File: config.mk
export PLATFORM = sky130hd
export DESIGN_NAME = cfu_cmd_engine
export DESIGN_NICKNAME = d
export VERILOG_FILES = /design/src/rtl/cfu_cmd_pkg.sv /design/src/rtl/cfu_c_slice_sel.sv /design/src/rtl/cfu_cmd_engine.sv
export SDC_FILE = /design/constraint.sdc
export NUM_CORES = 1
export LEC_CHECK = 0
export CAP_MARGIN = 10
export CORE_ASPECT_RATIO = 0.7
export CORE_MARGIN = 3
export CORE_UTILIZATION = 49
export CTS_CLUSTER_DIAMETER = 30
export DETAILED_ROUTE_END_ITERATION = 16
export GPL_TIMING_DRIVEN = 0
export PLACE_DENSITY_LB_ADDON = 0.1
export SLEW_MARGIN = 25
export SYNTH_ARGS = -nofsm -noshare
export SYNTH_HDL_FRONTEND = slang
export SYNTH_SLANG_ARGS = --single-unit
File: constraint.sdc
create_clock -name clk -period 14.5 [get_ports clk]
set_clock_uncertainty 0.15 [all_clocks]
set_input_delay 2.9 -clock clk [delete_from_list [all_inputs] [get_ports clk]]
set_output_delay 2.9 -clock clk [all_outputs]
set_load 0.02 [all_outputs]
File: src/rtl/cfu_cmd_pkg.sv
// Shared opcodes, FSM state type, cfg register indices and C-slice helper
// for the CFU command engine.
package cfu_cmd_pkg;

    localparam logic [6:0] OP_SRST    = 7'd1;
    localparam logic [6:0] OP_CFG_WR  = 7'd2;
    localparam logic [6:0] OP_CFG_RD  = 7'd3;
    localparam logic [6:0] OP_WR_A    = 7'd8;
    localparam logic [6:0] OP_RD_A    = 7'd9;
    localparam logic [6:0] OP_WR_B    = 7'd10;
    localparam logic [6:0] OP_RD_B    = 7'd11;
    localparam logic [6:0] OP_START   = 7'd12;
    localparam logic [6:0] OP_BUSY    = 7'd13;
    localparam logic [6:0] OP_RD_C    = 7'd14;
    localparam logic [6:0] OP_SET_PTR = 7'd19;
    localparam logic [6:0] OP_AUTO_A  = 7'd20;
    localparam logic [6:0] OP_AUTO_B  = 7'd21;
    localparam logic [6:0] OP_LAST    = 7'd22;
    localparam logic [6:0] OP_ERR     = 7'd23;

    localparam logic [1:0] CFG_K      = 2'd0;
    localparam logic [1:0] CFG_M      = 2'd1;
    localparam logic [1:0] CFG_N      = 2'd2;
    localparam logic [1:0] CFG_OFFSET = 2'd3;

    typedef enum logic [2:0] {
        ST_IDLE    = 3'd0,
        ST_RD_ADDR = 3'd1,
        ST_RD_DATA = 3'd2,
        ST_RUN     = 3'd3,
        ST_RESP    = 3'd4
    } state_e;

    function automatic int slices_of(input int c_bits);
        return c_bits / 32;
    endfunction

endpackage

File: src/rtl/cfu_c_slice_sel.sv
// Picks one 32-bit slice out of a C buffer word; the slice number wraps
// modulo the number of slices in the word.
module cfu_c_slice_sel
    import cfu_cmd_pkg::*;
#(
    parameter int C_BITS = 128
) (
    input  logic [C_BITS-1:0] c_word_i,
    input  logic [31:0]       slice_i,
    output logic [31:0]       data_o
);

    localparam int SLICES = slices_of(C_BITS);

    logic [31:0] idx_s;

    assign idx_s = slice_i % 32'(SLICES);

    // Slice multiplexer
    always_comb begin
        data_o = 32'h0;
        for (int i = 0; i < SLICES; i++) begin
            data_o = (idx_s == 32'(i)) ? c_word_i[32*i +: 32] : data_o;
        end
    end

endmodule

File: src/rtl/cfu_cmd_engine.sv
// CFU command/response front-end: decodes custom-instruction commands, owns the
// cfg registers, drives the host side of the A/B/C buffers and launches the TPU.
module cfu_cmd_engine
    import cfu_cmd_pkg::*;
#(
    parameter int ADDR_BITS = 12,
    parameter int C_BITS    = 128,
    parameter int CNT_BITS  = 32
) (
    input  logic                 clk,
    input  logic                 reset,
    input  logic                 cmd_valid,
    output logic                 cmd_ready,
    input  logic [9:0]           cmd_payload_function_id,
    input  logic [31:0]          cmd_payload_inputs_0,
    input  logic [31:0]          cmd_payload_inputs_1,
    output logic                 rsp_valid,
    input  logic                 rsp_ready,
    output logic [31:0]          rsp_payload_outputs_0,
    output logic                 a_wr_en,
    output logic                 b_wr_en,
    output logic [ADDR_BITS-1:0] a_index,
    output logic [ADDR_BITS-1:0] b_index,
    output logic [ADDR_BITS-1:0] c_index,
    output logic [31:0]          a_wdata,
    output logic [31:0]          b_wdata,
    input  logic [31:0]          a_rdata,
    input  logic [31:0]          b_rdata,
    input  logic [C_BITS-1:0]    c_rdata,
    output logic                 host_owns,
    output logic                 tpu_start,
    input  logic                 tpu_busy,
    output logic [31:0]          cfg_k,
    output logic [31:0]          cfg_m,
    output logic [31:0]          cfg_n,
    output logic [31:0]          cfg_offset
);

    state_e                 state_q;
    logic [6:0]             op_q;
    logic [6:0]             op_s;
    logic                   rsp_valid_q;
    logic [31:0]            rsp_payload_q;
    logic                   a_wr_en_q, b_wr_en_q;
    logic [ADDR_BITS-1:0]   a_index_q, b_index_q, c_index_q;
    logic [31:0]            a_wdata_q, b_wdata_q;
    logic                   host_owns_q, tpu_start_q;
    logic [3:0][31:0]       cfg_q;
    logic [ADDR_BITS-1:0]   ptr_a_q, ptr_b_q;
    logic [CNT_BITS-1:0]    cnt_q, last_cnt_q, cnt_d;
    logic                   err_q;
    logic [31:0]            c_slice_q;
    logic [31:0]            c_slice_data_s;
    logic                   unused_func_bits_s;

    assign op_s               = cmd_payload_function_id[9:3];
    assign unused_func_bits_s = ^cmd_payload_function_id[2:0];
    assign cnt_d              = (cnt_q == {CNT_BITS{1'b1}}) ? cnt_q : cnt_q + CNT_BITS'(1);

    cfu_c_slice_sel #(
        .C_BITS (C_BITS)
    ) u_c_slice_sel (
        .c_word_i (c_rdata),
        .slice_i  (c_slice_q),
        .data_o   (c_slice_data_s)
    );

    // Command FSM with its registered outputs, cfg, pointers and run counter
    always_ff @(posedge clk or posedge reset) begin
        if (reset) begin
            state_q       <= ST_IDLE;
            op_q          <= 7'd0;
            rsp_valid_q   <= 1'b0;
            rsp_payload_q <= 32'h0;
            a_wr_en_q     <= 1'b0;
            b_wr_en_q     <= 1'b0;
            a_index_q     <= '0;
            b_index_q     <= '0;
            c_index_q     <= '0;
            a_wdata_q     <= 32'h0;
            b_wdata_q     <= 32'h0;
            host_owns_q   <= 1'b1;
            tpu_start_q   <= 1'b0;
            cfg_q         <= '0;
            ptr_a_q       <= '0;
            ptr_b_q       <= '0;
            cnt_q         <= '0;
            last_cnt_q    <= '0;
            err_q         <= 1'b0;
            c_slice_q     <= 32'h0;
        end else begin
            a_wr_en_q   <= 1'b0;
            b_wr_en_q   <= 1'b0;
            tpu_start_q <= 1'b0;
            case (state_q)
                ST_IDLE: begin
                    if (cmd_valid) begin
                        op_q          <= op_s;
                        rsp_valid_q   <= 1'b1;
                        rsp_payload_q <= 32'h0;
                        state_q       <= ST_RESP;
                        case (op_s)
                            OP_SRST: begin
                                cfg_q      <= '0;
                                ptr_a_q    <= '0;
                                ptr_b_q    <= '0;
                                cnt_q      <= '0;
                                last_cnt_q <= '0;
                                err_q      <= 1'b0;
                            end
                            OP_CFG_WR: cfg_q[cmd_payload_inputs_0[1:0]] <= cmd_payload_inputs_1;
                            OP_CFG_RD: rsp_payload_q <= cfg_q[cmd_payload_inputs_0[1:0]];
                            OP_WR_A: begin
                                a_wr_en_q <= 1'b1;
                                a_index_q <= cmd_payload_inputs_0[ADDR_BITS-1:0];
                                a_wdata_q <= cmd_payload_inputs_1;
                            end
                            OP_WR_B: begin
                                b_wr_en_q <= 1'b1;
                                b_index_q <= cmd_payload_inputs_0[ADDR_BITS-1:0];
                                b_wdata_q <= cmd_payload_inputs_1;
                            end
                            OP_RD_A: begin
                                a_index_q   <= cmd_payload_inputs_0[ADDR_BITS-1:0];
                                rsp_valid_q <= 1'b0;
                                state_q     <= ST_RD_ADDR;
                            end
                            OP_RD_B: begin
                                b_index_q   <= cmd_payload_inputs_0[ADDR_BITS-1:0];
                                rsp_valid_q <= 1'b0;
                                state_q     <= ST_RD_ADDR;
                            end
                            OP_RD_C: begin
                                c_index_q   <= cmd_payload_inputs_0[ADDR_BITS-1:0];
                                c_slice_q   <= cmd_payload_inputs_1;
                                rsp_valid_q <= 1'b0;
                                state_q     <= ST_RD_ADDR;
                            end
                            OP_SET_PTR: begin
                                if (cmd_payload_inputs_0[0]) begin
                                    ptr_b_q <= cmd_payload_inputs_1[ADDR_BITS-1:0];
                                end else begin
                                    ptr_a_q <= cmd_payload_inputs_1[ADDR_BITS-1:0];
                                end
                            end
                            OP_AUTO_A: begin
                                a_wr_en_q     <= 1'b1;
                                a_index_q     <= ptr_a_q;
                                a_wdata_q     <= cmd_payload_inputs_0;
                                ptr_a_q       <= ptr_a_q + ADDR_BITS'(1);
                                rsp_payload_q <= 32'(ptr_a_q);
                            end
                            OP_AUTO_B: begin
                                b_wr_en_q     <= 1'b1;
                                b_index_q     <= ptr_b_q;
                                b_wdata_q     <= cmd_payload_inputs_0;
                                ptr_b_q       <= ptr_b_q + ADDR_BITS'(1);
                                rsp_payload_q <= 32'(ptr_b_q);
                            end
                            OP_START: begin
                                rsp_valid_q <= 1'b0;
                                tpu_start_q <= 1'b1;
                                host_owns_q <= 1'b0;
                                cnt_q       <= '0;
                                state_q     <= ST_RUN;
                            end
                            OP_BUSY: rsp_payload_q <= {31'd0, tpu_busy};
                            OP_LAST: rsp_payload_q <= 32'(last_cnt_q);
                            OP_ERR: begin
                                rsp_payload_q <= {31'd0, err_q};
                                err_q         <= 1'b0;
                            end
                            default: begin
                                rsp_payload_q <= 32'hFFFF_FFFF;
                                err_q         <= 1'b1;
                            end
                        endcase
                    end
                end
                ST_RD_ADDR: state_q <= ST_RD_DATA;
                ST_RD_DATA: begin
                    case (op_q)
                        OP_RD_A: rsp_payload_q <= a_rdata;
                        OP_RD_B: rsp_payload_q <= b_rdata;
                        default: rsp_payload_q <= c_slice_data_s;
                    endcase
                    rsp_valid_q <= 1'b1;
                    state_q     <= ST_RESP;
                end
                ST_RUN: begin
                    // busy is only trusted from the third RUN cycle on
                    cnt_q <= cnt_d;
                    if ((cnt_q >= CNT_BITS'(2)) && !tpu_busy) begin
                        last_cnt_q    <= cnt_d;
                        rsp_payload_q <= 32'(cnt_d);
                        rsp_valid_q   <= 1'b1;
                        host_owns_q   <= 1'b1;
                        state_q       <= ST_RESP;
                    end
                end
                ST_RESP: begin
                    if (rsp_ready) begin
                        rsp_valid_q <= 1'b0;
                        state_q     <= ST_IDLE;
                    end
                end
                default: state_q <= ST_IDLE;
            endcase
        end
    end

    assign cmd_ready             = (state_q == ST_IDLE);
    assign rsp_valid             = rsp_valid_q;
    assign rsp_payload_outputs_0 = rsp_payload_q;
    assign a_wr_en               = a_wr_en_q;
    assign b_wr_en               = b_wr_en_q;
    assign a_index               = a_index_q;
    assign b_index               = b_index_q;
    assign c_index               = c_index_q;
    assign a_wdata               = a_wdata_q;
    assign b_wdata               = b_wdata_q;
    assign host_owns             = host_owns_q;
    assign tpu_start             = tpu_start_q;
    assign cfg_k                 = cfg_q[CFG_K];
    assign cfg_m                 = cfg_q[CFG_M];
    assign cfg_n                 = cfg_q[CFG_N];
    assign cfg_offset            = cfg_q[CFG_OFFSET];

endmodule
# Yosys cells after proc, flatten, opt, wreduce, memory -nomap -nowiden
# Index checks and enable logic that the tools add are counted.
# word_totals
word_cells	157
regBits	366
# classes
reduce_logical	41
order_cmp	3
eq_ne	33
n_mux	53
n_bitwise	1
n_addsub	3
# op_table
op	count
$mux 32	13
$pmux 32 s2	5
$pmux 128 s2	1
$pmux 32 s7	1
$bwmux 128	1
$pmux 32 s3	1
$pmux 12 s3	2
$bmux 32 s2	1
$demux 32 s2	1
$eq 7x4->1 const B	9
$pmux 12 s2	2
$eq 7x5->1 const B	5
$add 32x1->32 const B	1
$eq 32x32->1 const B	1
$ge 32x2->1 const B	1
$logic_not 32->1	1
$reduce_and 3->1	10
$add 12x1->12 const B	2
$mux 12	2
$reduce_and 4->1	5
$mux 1	15
$pmux 3 s5	1
$eq 7x2->1 const B	2
$reduce_or 13->1	1
26 further kinds	50

# Depth between registers and ports, before layout
# Gate-level depths: netlist (run 1).
# logic_depth
word_depth	7
ltp_mapped	10

# Hierarchy
# A second synthesis (run 1) with hierarchy kept.
# hier_totals
hier_cells	1950
hier_area_um2	20525.9
# modules_own_cells
mod	cells_per_inst	area_per_inst_um2	instances
cfu_cmd_engine	1911	19711.4	1
cfu_c_slice_sel	39	814.5	1

# Worst setup path before layout (run 1)
# OpenSTA, ideal clock, no wires.
# synth_path
path_type	input to register
from	input cmd_payload_function_id[7]
to	register rsp_payload_q[22], in the netlist rsp_payload_outputs_0[22]
path_stages	8
n_path_buf	2
setup_ns	0.124
setup_slack_ns	9.726
arrival_time_ns	4.500
cell_sequence	buf_4 > nor4b_4 > o2bb2ai_1 > o21ai_1 > buf_2 > a221oi_1 > o22ai_1 > o31a_1
# synth_via
elab_chain_len	5
# synth_rtl
item	line	text
start: declaration	cfu_cmd_engine.sv:14	input logic [9:0] cmd_payload_function_id,
$eq 7x5->1 (tied with other cells)	cfu_cmd_engine.sv:102	case (op_s)
$reduce_or 9->1 (no line)	--	
$pmux 32 s7 *	cfu_cmd_engine.sv:102	
$mux 32 *	cfu_cmd_engine.sv:97	if (cmd_valid) begin
$pmux 32 s3 *	cfu_cmd_engine.sv:95	case (state_q)
end signal: assignment	cfu_cmd_engine.sv:112	OP_CFG_RD: rsp_payload_q <= cfg_q[cmd_payload_inputs_0[1:0]];
end signal: assignment	cfu_cmd_engine.sv:151	rsp_payload_q <= 32'(ptr_a_q);
end signal: assignment	cfu_cmd_engine.sv:158	rsp_payload_q <= 32'(ptr_b_q);
end: declaration	cfu_cmd_engine.sv:43	logic [31:0] rsp_payload_q;
# Every way passes the cells marked *; elsewhere a longest branch is shown, timed or not. The select of a mux whose other input is x is not followed.
# A chain may end at the register's enable or synchronous reset.

# Final worst setup path (run 1)
# layout_path
from	input cmd_payload_function_id[6]
to	register a_wdata_q[3], in the netlist a_wdata[3]
# layout_via
elab_chain_len	3
# layout_rtl
item	line	text
$eq 7x5->1 or $eq 7x4->1 (tied branches)	cfu_cmd_engine.sv:102	
$reduce_bool 2->1 (no line)	--	
$reduce_and 3->1 (no line)	--	
end signal: assignment	cfu_cmd_engine.sv:116	a_wdata_q <= cmd_payload_inputs_1;
end signal: assignment	cfu_cmd_engine.sv:149	a_wdata_q <= cmd_payload_inputs_0;
end: declaration	cfu_cmd_engine.sv:46	logic [31:0] a_wdata_q, b_wdata_q;
# Parallel ways exist; a longest one is shown, timed or not.

==> qor.csv, run 1 <==
stage,metric,value,unit
sta,Fin. Hold Viols,0,
layout,fin cells,3106,
cts,CTS buffer count,67,
cts,Hold Buf Count CTS,0,
sta,Rel. slew slack,25.3,%
sta,final worst path period share,40.3,%
floorplanning,floorplan core area,38700,um2
floorplanning,die area,42000,um2
synth,Cells after Synth,1930,
synth,ys flop type,dfrtp_1,
status,status,"finished, final reports clean",
run,MaxCap Viol Count,0,
worst_setup_path,CP cell instances,clkdlybuf4s50_1 -> nor4b_4 -> nand2_1 -> a21oi_1 -> buf_2 -> buf_1 -> nor2_1 -> a31oi_1,
cts,Clock Pin Slew Worst Setup and Hold Paths,0.05,ns
route,# DRC,0,
grt,first-pass GRT wire length,130000,um
min_path,worst min path class,flip-flop to flip-flop,
sta,crit path time final,5.85,ns
place,area post-placement,25400,um2
place,Post-Place Setup Slack,8.28,ns
power,Design Power,3.50,mW
floorplanning,total I/O pin count,537,
worst_setup_path,CP Max Fanout,10,
grt,number of global-route vias before repair,19700,
route,drt total wl,89600,um
worst_setup_path,Worst path max stage delay,0.67,ns
cts,CTS sink cnt,366,
layout,# nets final,2800,
grt,grt total ovfl,0,
floorplanning,Placement Rows,60,
sta,setup_tns,0,ns
synth,Post-synth EDFFs,0,
cts,cts repair resizes,0,
layout,fraction of layout cells with a size suffix above 1,11.8,%
synth,syn_area_per_cell,10.0,um2
layout,FILL cells,2869,
sta,Pins Over Slew Limit,0,
layout,area taken by multi-input logic gates,9340,um2
cts,Setup Buffers After CTS,0,
route,antenna-violating nets left,0,
synth,syn_nets,2205,
cts,CTS root buffer,clkbuf_16,
route,DRT iter0 DRCs,2557,
floorplanning,Die Span X,244,um
layout,final core occ,71.5,%
floorplanning,Die H,172,um
cts,CTS tree,yes,
power,P_leak,11.6,nW
worst_setup_path,crit path kind,input port to flip-flop,
layout,register area,9160,um2
cts,# H-tree levels,3,
synth,Unique masters post-synth,72,
power,Pwr Density,127,nW/um2
route,average wire per standard cell,28.8,um
synth,flip-flop and latch count after synthesis,366,
worst_setup_path,worst endpoint data arrival time,6.18,ns
sta,Slew @ Worst Pin,1.12,ns
grt,Total GRT Usage,42.0,%
synth,Ys Warns,0,
place,HPWL after detailed placement,68900,um
worst_setup_path,WP data required,14.83,ns
sta,Final WS setup,8.65,ns
route,detailed-route via count,20100,
worst_setup_path,CP endpoint kind,flip-flop,
synth,Async SR Flop Fraction,100,%
worst_setup_path,Startpoint Class,input port,
route,DR vias/cell,6.47,
layout,fin area,27600,um2
sta,RSZ-0062 raised after global routing,false,
worst_setup_path,"delay-heaviest family, CP",buffers and inverters,
route,drt first pass iters,6,
synth,register area share after synthesis,47.3,%
sta,Peak Freq,0.171,GHz
place,port buffer count,521,
worst_setup_path,crit path buf inv count,3,
cts,CTS max path bufs,3,
power,Max IR drop VDD,0.0915,mV
grt,initial antenna violation count,3,
layout,Area Growth Syn to Fin,42.9,%
place,RePlAce Congestion,0.985,
worst_setup_path,CP max stage cell,clkdlybuf4s50_1,
floorplanning,Initial Utilization,50.1,%
place,post-placement cell count,2983,
grt,pin count of the biggest net entering global routing,98,
cts,Skew-Pair Late Insertion Delay,0.59,ns
sta,# setup viols final,0,
sta,WHS,0.320,ns
synth,Mapped Area,19400,um2
[cell usage after synthesis, types with 23 or more instances]
master / n / area (um2)
a31oi_1: 75 / 469
nand3_1: 23 / 115
mux2_2: 25 / 282
nor2_1: 171 / 642
nand2_1: 302 / 1130
mux2i_1: 79 / 791
o21ai_0: 154 / 771
dfrtp_1: 365 / 9130
buf_2: 58 / 290
clkbuf_1: 91 / 342
a22o_1: 124 / 1090
mux4_2: 65 / 1460
inv_1: 23 / 86.3
a21oi_1: 44 / 220
[registers in the layout, summed over array words and instances, names as in the netlist, 32 cells and up]
| signal | cells |
|---|---|
| a_wdata | 32 |
| b_wdata | 32 |
| cfg_k | 32 |
| cfg_m | 32 |
| cfg_n | 32 |
| cfg_offset | 32 |
| cnt_q | 32 |
| last_cnt_q | 32 |
| rsp_payload_outputs_0 | 32 |
[worst reg2reg max path: stages (launching register included)]
cell      delay [ns]
dfrtp_1         0.49
nor4_1          0.65
nand4_1         0.40
o21bai_1        0.68
a211oi_1        0.33
clkbuf_1        0.37
clkbuf_1        0.45
nor2_1          0.21
a31oi_1         0.06
[logic make-up (layout without fill, tap and decap cells)]
logic type      count (synthesis)  after routing  share of synthesized area (%)
compound gates                549            549                           19.4
xor+xnor                       19             19                          0.860
mux                           169            169                           13.1
other cells                     0              2                              0
flops                         366            366                           47.3
simple gates                  627            627                           14.6
buf+inv                       196            843                           4.42
fa+ha+maj                       4              4                          0.259
[per-layer routing]
layer / up-vias / global-route usage (%) / part of all wire (%)
li1: 8328 / - / -
met1: 10100 / 56.3 / 38
met2: 1433 / 63.1 / 44
met3: 244 / 13.1 / 12
met4: 0 / 19.3 / 5.1
met5: - / 0 / 0
[placed cells by master, fill, tap and decap left out, types with 68 or more instances in the layout]
master	count
mux2i_1	79
nor2_1	171
clkbuf_1	97
a22o_1	124
clkbuf_16	68
a31oi_1	75
nand2_1	302
clkdlybuf4s50_1	521
dfrtp_1	365
o21ai_0	154
[area by class of cell]
cell class                 instances  share of cell area, %
timing repair buffer             526                   19.3
inverter                          23                  0.339
tap                              527                   2.38
sequential                       366                   33.1
multi-input combinational       1368                   33.8
antenna                            2                 0.0181
clock inverter                    39                   1.63
clock buffer                      82                   6.63
buffer                           173                   2.78
[where the power goes]
group	leakage [nW]	total [mW]	internal (mW)	switching, mW
logic	5.72	0.705	0.310	0.396
clock network	1.11	1.61	1.03	0.575
registers	4.76	1.19	1.11	0.0749
[final timing paths]
check,start,endpoint,slack (ns),cells after the start
max in group asynchronous,reset,host_owns$_DFFE_PP1P_,10.36,4
hold reg to reg,last_cnt_q[10]$_DFFE_PP0P_,last_cnt_q[10]$_DFFE_PP0P_,0.32,2
setup / recovery,cmd_payload_function_id[6],a_wdata[3]$_DFFE_PP0P_,8.65,8
setup reg to reg,cnt_q[17]$_DFFE_PP0P_,rsp_payload_outputs_0[5]$_DFFE_PP0P_,10.55,8
hold / removal,last_cnt_q[10]$_DFFE_PP0P_,last_cnt_q[10]$_DFFE_PP0P_,0.32,2
min in group asynchronous,reset,a_wdata[13]$_DFFE_PP0P_,2.55,2
(Power assumes the default switching activity.)
==> run 2: changes to the inputs <==
--- a/config.mk
+++ b/config.mk
@@ -8,7 +8,7 @@
 export CAP_MARGIN = 10
 export CORE_ASPECT_RATIO = 0.7
 export CORE_MARGIN = 3
-export CORE_UTILIZATION = 49
+export CORE_UTILIZATION = 44
 export CTS_CLUSTER_DIAMETER = 30
 export DETAILED_ROUTE_END_ITERATION = 16
 export GPL_TIMING_DRIVEN = 0
==> constraint.sdc (replaced) <==
create_clock -name clk -period 4.9 [get_ports clk]
set_clock_uncertainty 0.15 [all_clocks]
set_input_delay 0.98 -clock clk [delete_from_list [all_inputs] [get_ports clk]]
set_output_delay 0.98 -clock clk [all_outputs]
set_load 0.02 [all_outputs]
==> run 2 against run 1 <==
Cell area grew 1.5%. Combinational power grew to 3.0 times the previous value. Register-to-register slack lost 9.5 ns. Routed wire length grew 2.5%. Critical endpoint is now a_wdata[5]$_DFFE_PP0P_. Highest routed layer is now met5.
==> qor.csv, run 2 (synthesis gave the netlist of run 1 again) <==
stage,metric,value,unit
status,status,"finished, final reports clean",
worst_setup_path,FF-to-FF path depth,9,
route,DRT iter0 DRCs,2324,
worst_setup_path,Startpoint Class,input port,
cts,Clock Pin Slew Worst Setup and Hold Paths,0.05,ns
power,Design Power,10.5,mW
min_path,worst min path class,flip-flop to flip-flop,
sta,crit path time final,3.95,ns
sta,final worst path period share,80.6,%
cts,# H-tree levels,3,
worst_setup_path,worst setup path start,cmd_payload_function_id[6],
sta,Pins Over Slew Limit,0,
grt,Total GRT Usage,38.4,%
worst_setup_path,worst endpoint data arrival time,4.28,ns
cts,CTS root buffer,clkbuf_16,
power,P_leak,11.7,nW
worst_setup_path,CP Max Fanout,10,
floorplanning,total I/O pin count,537,
worst_setup_path,r2r endpoint,rsp_payload_outputs_0[6]$_DFFE_PP0P_,
worst_setup_path,FF-to-FF setup slack,1.05,ns
grt,initial antenna violation count,6,
place,RePlAce Congestion,0.968,
power,Pwr Density,374,nW/um2
floorplanning,Placement Rows,63,
sta,Final WS setup,0.950,ns
layout,# nets final,2815,
layout,FILL cells,3440,
cts,cts repair resizes,0,
place,area post-placement,25700,um2
cts,CTS max path bufs,3,
worst_setup_path,worst setup path endpoint,a_wdata[5]$_DFFE_PP0P_,
layout,fraction of layout cells with a size suffix above 1,12.3,%
layout,"commonest cells after routing, fill and taps aside","clkdlybuf4s50_1, dfrtp_1, nand2_1",
layout,fin cells,3187,
layout,register area,9160,um2
route,antenna-violating nets left,0,
route,detailed-route via count,19800,
sta,Rel. slew slack,26.6,%
route,average wire per standard cell,28.8,um
cts,Skew-Pair Late Insertion Delay,0.58,ns
cts,Hold Buf Count CTS,0,
cts,CTS buffer count,70,
place,post-placement cell count,3053,
sta,Slew @ Worst Pin,1.10,ns
worst_setup_path,crit path kind,input port to flip-flop,
worst_setup_path,Reg-to-Reg Start,cnt_q[22]$_DFFE_PP0P_,
layout,Area Growth Syn to Fin,45.0,%
floorplanning,floorplan core area,42900,um2
layout,"commonest non-fill, non-tap cell in the layout",clkdlybuf4s50_1,
route,drt first pass iters,8,
cts,CTS sink cnt,366,
sta,# setup viols final,0,
layout,fin area,28100,um2
floorplanning,Die H,181,um
floorplanning,Die Span X,257,um
floorplanning,Initial Utilization,45.1,%
cts,CTS tree,yes,
power,Max IR drop VDD,0.219,mV
run,MaxCap Viol Count,0,
grt,grt total ovfl,0,
floorplanning,die area,46600,um2
route,# DRC,0,
cts,Setup Buffers After CTS,0,
grt,number of global-route vias before repair,19600,
place,HPWL after detailed placement,71900,um
sta,WHS,0.323,ns
worst_setup_path,WP data required,5.23,ns
place,Post-Place Setup Slack,0.512,ns
worst_setup_path,CP endpoint kind,flip-flop,
sta,setup_tns,0,ns
layout,final core occ,65.4,%
layout,area taken by multi-input logic gates,9340,um2
route,DR vias/cell,6.22,
sta,RSZ-0062 raised after global routing,false,
sta,Fin. Hold Viols,0,
sta,Peak Freq,0.253,GHz
grt,pin count of the biggest net entering global routing,33,
route,drt total wl,91900,um
grt,first-pass GRT wire length,132000,um
min_path,hold wc startpoint,host_owns$_DFFE_PP1P_,
place,port buffer count,521,
==> run 2: cell count changes in the layout (fill, tap and decap cells not counted), moves of 3 or more <==
| cell | before | now |
|---|---|---|
| buf_12 | 0 | 8 |
| buf_16 | 4 | 7 |
| clkbuf_16 | 68 | 71 |
| diode_2 | 2 | 8 |
==> run 2: layout make-up <==
type                       instances  share of cell area [%]
inverter                          23                   0.321
sequential                       366                    32.6
tap                              585                    2.61
clock buffer                      86                    6.75
buffer                           173                    2.75
multi-input combinational       1368                    33.3
antenna                            8                  0.0714
timing repair buffer             538                    19.9
clock inverter                    40                    1.65
==> run 2: worst max-delay path, cell delays in order <==
cell	delay, ns
clkdlybuf4s50_1	0.66
nor4b_4	0.55
nand2_1	0.18
a21oi_1	0.71
buf_2	0.37
buf_1	0.55
nor2_1	0.08
a31oi_1	0.19
==> run 2: routing by layer <==
metal | routed length [um] | vias up | GRT usage [%]
met2 | 41100 | 1168 | 57.8
met1 | 37600 | 10100 | 53.1
li1 | - | 8358 | -
met5 | 13 | - | 0
met3 | 9210 | 201 | 9.97
met4 | 3930 | 2 | 15.7
==> run 2: worst min-delay path by stage <==
stage | end | slack (ns) | cells after the start
3_3_place_gp | op_q[5]$_DFFE_PP0P_ | 0.31 | 2
5_1_grt | op_q[5]$_DFFE_PP0P_ | 0.35 | 2
3_5_place_dp | host_owns$_DFFE_PP1P_ | 0.31 | 2
4_1_cts | host_owns$_DFFE_PP1P_ | 0.32 | 2
2_1_floorplan | op_q[5]$_DFFE_PP0P_ | 0.29 | 2
6_report | host_owns$_DFFE_PP1P_ | 0.32 | 2
==> run 2: report_power, final <==
part | total (mW) | internal, mW | switching [mW]
combinational | 2.12 | 0.937 | 1.18
clock | 4.85 | 3.14 | 1.71
sequential | 3.51 | 3.30 | 0.215
